### src/rtl/ray_pkg.sv
// +----------------------------------------------------------------------------+
// | ray_pkg : shared types and constants for the nearest-hit sphere scanner.   |
// | Revision: 1.0                                                              |
// +----------------------------------------------------------------------------+
`default_nettype none

package ray_pkg;

  localparam int T_W = 32;

  localparam logic [T_W-1:0] T_INF = 32'h7FFF_FFFF;
  localparam logic [7:0]     TIMEOUT_LIMIT = 8'd255;

  typedef enum logic [2:0] {
    S_IDLE  = 3'd0,
    S_FETCH = 3'd1,
    S_ISSUE = 3'd2,
    S_GUARD = 3'd3,
    S_WAIT  = 3'd4,
    S_EVAL  = 3'd5,
    S_DONE  = 3'd6
  } scan_state_e;

endpackage

`default_nettype wire

### src/rtl/hit_select.sv
// +----------------------------------------------------------------------------+
// | hit_select : picks the nearest non-negative intersection distance of one   |
// | sphere and compares it against the running best (signed 16.16).            |
// | Revision: 1.0                                                              |
// +----------------------------------------------------------------------------+
`default_nettype none

module hit_select
  import ray_pkg::*;
(
  input  logic [T_W-1:0] t0,
  input  logic [T_W-1:0] t1,
  input  logic           result,
  input  logic [T_W-1:0] best_t,
  output logic           valid,
  output logic [T_W-1:0] cand,
  output logic           better
);

  always_comb begin
    // Ray origin inside the sphere gives a negative near root; use the far one.
    cand   = t0[T_W-1] ? t1 : t0;
    valid  = result & ~cand[T_W-1];
    better = valid & ($signed(cand) < $signed(best_t));
  end

endmodule

`default_nettype wire

### src/rtl/nearest_hit_scan.sv
// +----------------------------------------------------------------------------+
// | nearest_hit_scan : sequences the sphere table through an intersection      |
// | engine and keeps the nearest hit. Option: NEAREST_SCAN_TIMEOUT_EN.         |
// | Revision: 1.0                                                              |
// +----------------------------------------------------------------------------+
`default_nettype none

module nearest_hit_scan
  import ray_pkg::*;
#(
  parameter int MAX_SPHERES = 16,
  parameter int IDX_W       = 4,
  parameter int ISECT_GUARD = 3
) (
  input  logic             clk,
  input  logic             reset_n,
  input  logic             scan_start,
  input  logic [IDX_W:0]   num_spheres,
  output logic             busy,
  output logic [IDX_W-1:0] sph_addr,
  output logic             isect_start,
  input  logic             isect_finish,
  input  logic             isect_result,
  input  logic [T_W-1:0]   isect_t0,
  input  logic [T_W-1:0]   isect_t1,
  output logic             done,
  output logic             hit,
  output logic [IDX_W-1:0] hit_idx,
  output logic [T_W-1:0]   hit_t,
  output logic             err
);

  localparam logic [IDX_W:0] MAX_N      = (IDX_W+1)'(MAX_SPHERES);
  localparam logic [7:0]     GUARD_LAST = 8'((ISECT_GUARD > 0) ? ISECT_GUARD - 1 : 0);

  scan_state_e      state_q, state_d;
  logic [IDX_W-1:0] idx_q, idx_d;
  logic [IDX_W:0]   count_q, count_d;
  logic [7:0]       guard_q, guard_d;
  logic [T_W-1:0]   best_q, best_d;
  logic             hit_q, hit_d;
  logic [IDX_W-1:0] hit_idx_q, hit_idx_d;
  logic [T_W-1:0]   hit_t_q, hit_t_d;
  logic             res_q, res_d;
  logic [T_W-1:0]   t0_q, t0_d;
  logic [T_W-1:0]   t1_q, t1_d;

  logic [IDX_W:0]   n_clamped;
  logic             last_sphere;
  logic             cand_valid;
  logic [T_W-1:0]   cand_t;
  logic             cand_better;

`ifdef NEAREST_SCAN_TIMEOUT_EN
  logic [7:0] wait_cnt_q, wait_cnt_d;
  logic       err_q, err_d;
`endif

  hit_select u_hit_select (
    .t0     (t0_q),
    .t1     (t1_q),
    .result (res_q),
    .best_t (best_q),
    .valid  (cand_valid),
    .cand   (cand_t),
    .better (cand_better)
  );

  assign n_clamped   = (num_spheres > MAX_N) ? MAX_N : num_spheres;
  assign last_sphere = (({1'b0, idx_q} + (IDX_W+1)'(1)) == count_q);

  always_comb begin
    state_d   = state_q;
    idx_d     = idx_q;
    count_d   = count_q;
    guard_d   = guard_q;
    best_d    = best_q;
    hit_d     = hit_q;
    hit_idx_d = hit_idx_q;
    hit_t_d   = hit_t_q;
    res_d     = res_q;
    t0_d      = t0_q;
    t1_d      = t1_q;
`ifdef NEAREST_SCAN_TIMEOUT_EN
    wait_cnt_d = wait_cnt_q;
    err_d      = err_q;
`endif

    unique case (state_q)
      S_IDLE: begin
        if (scan_start) begin
          hit_d     = 1'b0;
          hit_idx_d = '0;
          hit_t_d   = '0;
          best_d    = T_INF;
          idx_d     = '0;
          count_d   = n_clamped;
`ifdef NEAREST_SCAN_TIMEOUT_EN
          err_d     = 1'b0;
`endif
          state_d   = (n_clamped == '0) ? S_DONE : S_FETCH;
        end
      end
      S_FETCH: state_d = S_ISSUE;
      S_ISSUE: begin
        guard_d = '0;
`ifdef NEAREST_SCAN_TIMEOUT_EN
        wait_cnt_d = '0;
`endif
        state_d = (ISECT_GUARD == 0) ? S_WAIT : S_GUARD;
      end
      S_GUARD: begin
        // isect_finish may still be high from the previous sphere here.
        if (guard_q == GUARD_LAST) state_d = S_WAIT;
        else                       guard_d = guard_q + 8'd1;
      end
      S_WAIT: begin
        if (isect_finish) begin
          res_d   = isect_result;
          t0_d    = isect_t0;
          t1_d    = isect_t1;
          state_d = S_EVAL;
        end
`ifdef NEAREST_SCAN_TIMEOUT_EN
        else if (wait_cnt_q == TIMEOUT_LIMIT - 8'd1) begin
          res_d   = 1'b0;
          err_d   = 1'b1;
          state_d = S_EVAL;
        end else begin
          wait_cnt_d = wait_cnt_q + 8'd1;
        end
`endif
      end
      S_EVAL: begin
        if (cand_better) begin
          hit_d     = 1'b1;
          hit_idx_d = idx_q;
          hit_t_d   = cand_t;
          best_d    = cand_t;
        end
        if (last_sphere) begin
          state_d = S_DONE;
        end else begin
          idx_d   = idx_q + IDX_W'(1);
          state_d = S_FETCH;
        end
      end
      S_DONE:  state_d = S_IDLE;
      default: state_d = S_IDLE;
    endcase
  end

  always_ff @(posedge clk or negedge reset_n) begin
    if (!reset_n) begin
      state_q   <= S_IDLE;
      idx_q     <= '0;
      count_q   <= '0;
      guard_q   <= '0;
      best_q    <= T_INF;
      hit_q     <= 1'b0;
      hit_idx_q <= '0;
      hit_t_q   <= '0;
      res_q     <= 1'b0;
      t0_q      <= '0;
      t1_q      <= '0;
    end else begin
      state_q   <= state_d;
      idx_q     <= idx_d;
      count_q   <= count_d;
      guard_q   <= guard_d;
      best_q    <= best_d;
      hit_q     <= hit_d;
      hit_idx_q <= hit_idx_d;
      hit_t_q   <= hit_t_d;
      res_q     <= res_d;
      t0_q      <= t0_d;
      t1_q      <= t1_d;
    end
  end

`ifdef NEAREST_SCAN_TIMEOUT_EN
  always_ff @(posedge clk or negedge reset_n) begin
    if (!reset_n) begin
      wait_cnt_q <= '0;
      err_q      <= 1'b0;
    end else begin
      wait_cnt_q <= wait_cnt_d;
      err_q      <= err_d;
    end
  end
  assign err = err_q;
`else
  assign err = 1'b0;
`endif

  // cand_valid is folded into cand_better; kept visible for debug.
  logic unused_ok;
  assign unused_ok = cand_valid;

  assign busy        = (state_q != S_IDLE);
  assign done        = (state_q == S_DONE);
  assign isect_start = (state_q == S_ISSUE);
  assign sph_addr    = idx_q;
  assign hit         = hit_q;
  assign hit_idx     = hit_idx_q;
  assign hit_t       = hit_t_q;

endmodule

`default_nettype wire
### config.mk
export PLATFORM = sky130hd
export DESIGN_NAME = nearest_hit_scan
export DESIGN_NICKNAME = d
export VERILOG_FILES = /design/src/rtl/ray_pkg.sv /design/src/rtl/hit_select.sv /design/src/rtl/nearest_hit_scan.sv
export SDC_FILE = /design/constraint.sdc
export NUM_CORES = 1
export LEC_CHECK = 0
export BUFFER_PORTS_ARGS = -buffer_cell sky130_fd_sc_hd__clkbuf_2
export CORE_ASPECT_RATIO = 1.5
export CORE_MARGIN = 5
export CORE_UTILIZATION = 51
export CTS_BUF_LIST = sky130_fd_sc_hd__clkbuf_2 sky130_fd_sc_hd__clkbuf_4 sky130_fd_sc_hd__clkbuf_8
export DETAILED_ROUTE_END_ITERATION = 7
export GPL_ROUTABILITY_DRIVEN = 0
export GPL_TIMING_DRIVEN = 0
export PLACE_DENSITY_LB_ADDON = 0.2
export SETUP_SLACK_MARGIN = 0.02
export SYNTH_ARGS = -nofsm -noshare
export SYNTH_HDL_FRONTEND = slang
export SYNTH_HIERARCHICAL = 1
export SYNTH_SLANG_ARGS = --single-unit
### constraint.sdc
create_clock -name clk -period 8.2 [get_ports clk]
set_clock_uncertainty 0.15 [all_clocks]
set_input_delay 2.05 -clock clk [delete_from_list [all_inputs] [get_ports clk]]
set_output_delay 2.05 -clock clk [all_outputs]
set_load 0.02 [all_outputs]
After elaboration in Yosys (flattened, before gate mapping) --
Index checks and enable logic that the tools add are counted.
Word-level totals: input bits 74, output and inout port bits 45, flip-flop bits (word level) 154, word-level logic and storage cells 67
Cells by class: magnitude comparators 2, reduce and logical (&&, ||, !) cells 11, bitwise logic cells 3, add/subtract/negate cells 3, muxes and demuxes 23, eq/ne operators 14
Operator list (count):
- $mux W32 | 4
- $pmux W32 S2 | 2
- $lt A32 B32 Y1 | 1
- $pmux W3 S6 | 1
- $pmux W4 S2 | 2
- $pmux W8 S2 | 1
- $mux W3 | 5
- $mux W4 | 3
- $ne A2 B2 Y1 const B | 6
- $eq A3 B3 Y1 const B | 3
- $reduce_and A3 Y1 | 3
- $add A8 B1 Y8 const B | 1
- $eq A8 B2 Y1 const B | 1
- $mux W8 | 1
- $eq A3 B2 Y1 const B | 2
- $reduce_and A2 Y1 | 3
- $add A4 B1 Y5 const B | 1
- $eq A5 B5 Y1 | 1
- $gt A5 B5 Y1 const B | 1
- $logic_not A5 Y1 | 1
- $mux W5 | 1
- $add A4 B1 Y4 const B | 1
- $reduce_bool A2 Y1 | 2
- $eq A3 B1 Y1 const B | 1
- 6 further kinds | 8

Depth between registers and ports, before layout --
depth in word-level cells 6, mapped depth 15, mapped depth without buffers 11

Modules after synthesis --
The synthesis kept the hierarchy.
By module, submodules not included:
- nearest_hit_scan | cells an instance 426, seq. area each 3867.5 um2, times used 1, area an instance 6019.5 um2
- hit_select | cells an instance 147, seq. area each 0.0 um2, times used 1, area an instance 1179.9 um2

Least setup slack after synthesis --
Ideal clock, no wire load.
path type reg-to-reg, start point register t0_q[31], end point register hit_idx_q[2] (netlist: hit_idx[2]), slack 4.366 ns, buffers on the path 3, cell stages (with the launch flop) 15, period minus slack after synthesis 3.834 ns, library setup time 0.066 ns, arrival 3.618 ns, path through dfrtp_1 clkbuf_1 buf_1 mux2_2 ha_1 nand4_1 or4_1 o22a_1 a21oi_2 a2111oi_2 mux2i_1 and2_1 nor2_2 clkbuf_1 a22o_1
Between the ends: elaborated cells between the ends (all ways) 7, classes of those cells order compare (1); eq/ne (1); mux (1); bitwise (3); reduce/logical (1)
RTL lines:
- from (decl) | line nearest_hit_scan.sv:45 | logic [T_W-1:0] t0_q, t0_d;
- from (signal assigned) | line nearest_hit_scan.sv:176 | t0_q <= t0_d;
- $mux W32 | line hit_select.sv:22 | cand = t0[T_W-1] ? t1 : t0;
- named net cand_t[22] | line nearest_hit_scan.sv:51 | logic [T_W-1:0] cand_t;
- $lt A32 B32 Y1 | line hit_select.sv:24 | better = valid & ($signed(cand) < $signed(best_t));
- $and A1 B1 Y1 | line hit_select.sv:24
- named net cand_better | line nearest_hit_scan.sv:52 | logic cand_better;
- $ne A2 B2 Y1 (no source line)
- $reduce_and A3 Y1 (no source line)
- to (signal assigned) | line nearest_hit_scan.sv:173 | hit_idx_q <= hit_idx_d;
- to (decl) | line nearest_hit_scan.sv:42 | logic [IDX_W-1:0] hit_idx_q, hit_idx_d;
The timed path passes the listed nets, and every way through them passes these cells. A chain may end at the register's enable or synchronous reset.

Final worst setup path --
start point register t0_q[31], end point register hit_t_q[28] (netlist: hit_t[28])
Between the ends: elaborated cells between the ends (all ways) 9, classes of those cells order compare (1); eq/ne (1); mux (3); bitwise (3); reduce/logical (1)
RTL lines:
- $mux W32 | line hit_select.sv:22
- named net cand_t[19] | line nearest_hit_scan.sv:51
- $lt A32 B32 Y1 | line hit_select.sv:24
- $and A1 B1 Y1 | line hit_select.sv:24
- named net cand_better | line nearest_hit_scan.sv:52
- $ne A2 B2 Y1 (no source line)
- $reduce_and A3 Y1 (no source line)
- to (signal assigned) | line nearest_hit_scan.sv:174 | hit_t_q <= hit_t_d;
- to (decl) | line nearest_hit_scan.sv:43 | logic [T_W-1:0] hit_t_q, hit_t_d;
The timed path passes the listed nets, and every way through them passes these cells. The select of a mux whose other input is x is not followed.

==> run_results.csv <==
group,metric,value,unit
drt,drc_errors,0,
yosys,netlist_instances,573,
place,hpwl,12.1,mm
die,start_util,0.517,
clocking,clk_latency,450,ps
die,die-height,156,µm
clocking,clk_pin_slew,80,ps
pwr,p_per_area,380,nW/µm²
clocking,cts_setup_buffers,0,
sta,timing_hold_violations_final,0,
min_path,worstHoldPathType,"reg -> reg",
layout,syn2layout_area_growth,18.5,%
worst_setup_path,setup.worst_path.class,"reg -> reg",
place,port_buffers,117,
clocking,cts_made_buffers,17,
grt,grt_pass1_vias,5476,
worst_setup_path,r2r_end,"hit_t[28]",
drt,routedWlPerCell,18.5,µm
yosys,synth_fp_nets,681,
sta,final.period_utilization,0.599,
layout,fin_area,8530,µm²
worst_setup_path,r2r_cells,13,
yosys,syn_area,7200,µm²
die,floorplan.core_area,13900,µm²
grt,grt-ovfl-total,0,
run,max-cap-violations,0,
grt,grt_pass1_wl,27.3,mm
status,outcome,"finished, final reports clean",
worst_setup_path,critPathLaunchType,"flip-flop",
die,die_area,16600,µm²
drt,wirelength,16.4,mm
sta,holdWs,351,ps
yosys,yosys.cell_types.count,56,
clocking,cts_num_sinks,153,
layout,final_cell_mix,"dfrtp_1, clkbuf_2, mux2_2, inv_1, a22o_1",
grt,antenna_found_initial,0,
worst_setup_path,endpoint_kind,"flip-flop",
pwr,irDropWorstVdd,0.172,mV
yosys,async_flop_share,1.00,
place,post_dp_cell_area,8030,µm²
clocking,cts-resized-gates,0,
drt,drt_iter0_drc,156,
clocking,cts_tree,"built",
layout,layout_commonest_cell,"dfrtp_1",
layout,n_antenna_cell,0,
sta,final_max_slew_viol_count,0,
worst_setup_path,arrival,5150,ps
drt,post_drt_via_cell_ratio,5.70,
yosys,ys_seq_area_frac,0.537,
layout,layoutNonFillerInstCount,888,
pwr,power.leakage,4.29,nW
yosys,synth-seq-cells,153,
sta,finalSetupTns,0,ps
sta,setup_viol,0,
yosys,ys.warnings.count,6,
min_path,hp-start,"count_q[1]",
clocking,cts_hold_buf,0,
die,std_cell_rows,53,
sta,min_period,4920,ps
worst_setup_path,regToRegStartpoint,"t0_q[31]",
worst_setup_path,critPathMaxFanout,10,
clocking,root_buffer,"clkbuf_8",
sta,tightest_slew,898,ps
min_path,worst_hold_path.endpoint,"count_q[1]",
yosys,synth_edf_count,0,
place,dp.cells,856,
yosys,ys.flop_type,"dfrtp_1",
worst_setup_path,r2r_setup_slack,3280,ps
die,num_io_pins,119,
clocking,htreeDepth,4,
sta,fmax,0.203,GHz
drt,vias,5066,
min_path,hold_path_depth,2,
clocking,clockBufferDepth,2,
worst_setup_path,cp.required,8440,ps
yosys,synth.avg_cell_area,12.6,µm²
layout,drive_gt1_frac,0.419,
drt,ant_nets,0,
layout,final_nets,818,
grt,grt_usage,0.209,
grt,grt_max_degree,95,
die,die_w,107,µm
sta,slew_headroom,0.401,
drt,first_pass_iters,6,
sta,rsz0062_at_grt,"no",
layout,utilization,0.612,
## how the worst max path moves through the flow
stage | cells past startpoint | slack, ps | to | startpoint
finish | 13 | 3280 | hit_t[28] | t0_q[31]
floorplan | 14 | 4370 | hit_idx[2] | t0_q[31]
CTS | 13 | 3300 | hit_t[25] | t0_q[31]
global route | 13 | 3050 | hit_t[29] | t0_q[31]
global placement | 1 | 2470 | t1_q[29] | reset_n
detailed placement | 13 | 3310 | hit_t[30] | t0_q[31]
## synth_stat cells, types with 5 or more instances
| cell type | n | area [µm²] |
|---|---|---|
| xor2_1 | 7 | 61.3 |
| inv_1 | 38 | 143 |
| nand2_1 | 28 | 105 |
| o22a_1 | 33 | 289 |
| a21oi_1 | 17 | 85.1 |
| dfstp_2 | 31 | 815 |
| nor3_1 | 8 | 40.0 |
| clkbuf_1 | 13 | 48.8 |
| nand3b_1 | 7 | 52.6 |
| dfrtp_1 | 122 | 3050 |
| o21ai_0 | 6 | 30.0 |
| a22o_1 | 35 | 307 |
| ha_1 | 34 | 425 |
| xnor2_1 | 5 | 43.8 |
| nor2_1 | 15 | 56.3 |
| buf_2 | 12 | 60.1 |
| nand4_1 | 8 | 50.1 |
| mux2_2 | 95 | 1070 |
## metal layers
metal / share of wire / routed length (µm) / vias to the layer above / global-route usage
li1: - / - / 2345 / -
met1: 0.41 / 6750 / 2583 / 0.249
met2: 0.53 / 8660 / 109 / 0.368
met3: 0.038 / 620 / 29 / 0.0457
met4: 0.025 / 411 / 0 / 0.0786
met5: 0 / 0 / - / 0
## kinds of logic (layout without fill, tap and decap cells)
group | after synthesis | in the layout | share of synthesized area
other | 1 | 1 | 0.000521
buffers and inverters | 69 | 219 | 0.0405
flip-flops | 153 | 153 | 0.537
multiplexers | 97 | 97 | 0.151
AND/OR/NAND/NOR | 96 | 96 | 0.0732
adder cells (fa/ha/maj) | 34 | 34 | 0.0591
AO/OA/AOI/OAI | 111 | 111 | 0.124
XOR/XNOR | 12 | 12 | 0.0146
## report_power, final
part	total, W	internal (W)	switching (W)	leakage [nW]
Sequential	0.00129	0.00111	0.000177	1.90
Combinational	0.00124	0.000574	0.000670	2.13
Clock	0.000707	0.000435	0.000272	0.257
Total	0.00324	0.00212	0.00112	4.29
## critical path, cell delays in order, from the launching register on
cell and delay (ps):
dfrtp_1 350, clkbuf_1 200, buf_1 710, mux2_2 450, ha_1 320, nand4_1 140, or4_1 570, nor4_1 410
a2111oi_2 110, mux2i_1 150, and2_1 170, nor2_2 380, clkbuf_1 520, a22o_1 220
## registers in the layout (all words and copies together), names as in the netlist
signal and cells:
best_q 32, count_q 5, guard_q 8, hit 1
hit_idx 4, hit_t 31, res_q 1, sph_addr 4
state_q 3, t0_q 32, t1_q 32
## area by class of cell
type                            instances  area [µm²]
Multi-Input combinational cell        351        3040
Clock buffer                           24         312
Tap cell                              165         206
Timing Repair Buffer                  118         622
Sequential cell                       153        3870
Inverter                               38         143
Fill cell                            1132        5400
Clock inverter                          8         190
Buffer                                 31         149
## per-stage QoR
step	worst slack [ps]	power, W
after CTS	3300	0.00327
after floorplan	4370	0.00217
after global routing	3050	0.00346
after global placement	2470	0.00249
after detailed placement	3310	0.00255
final	3280	0.00324
(Power assumes the default switching activity.)
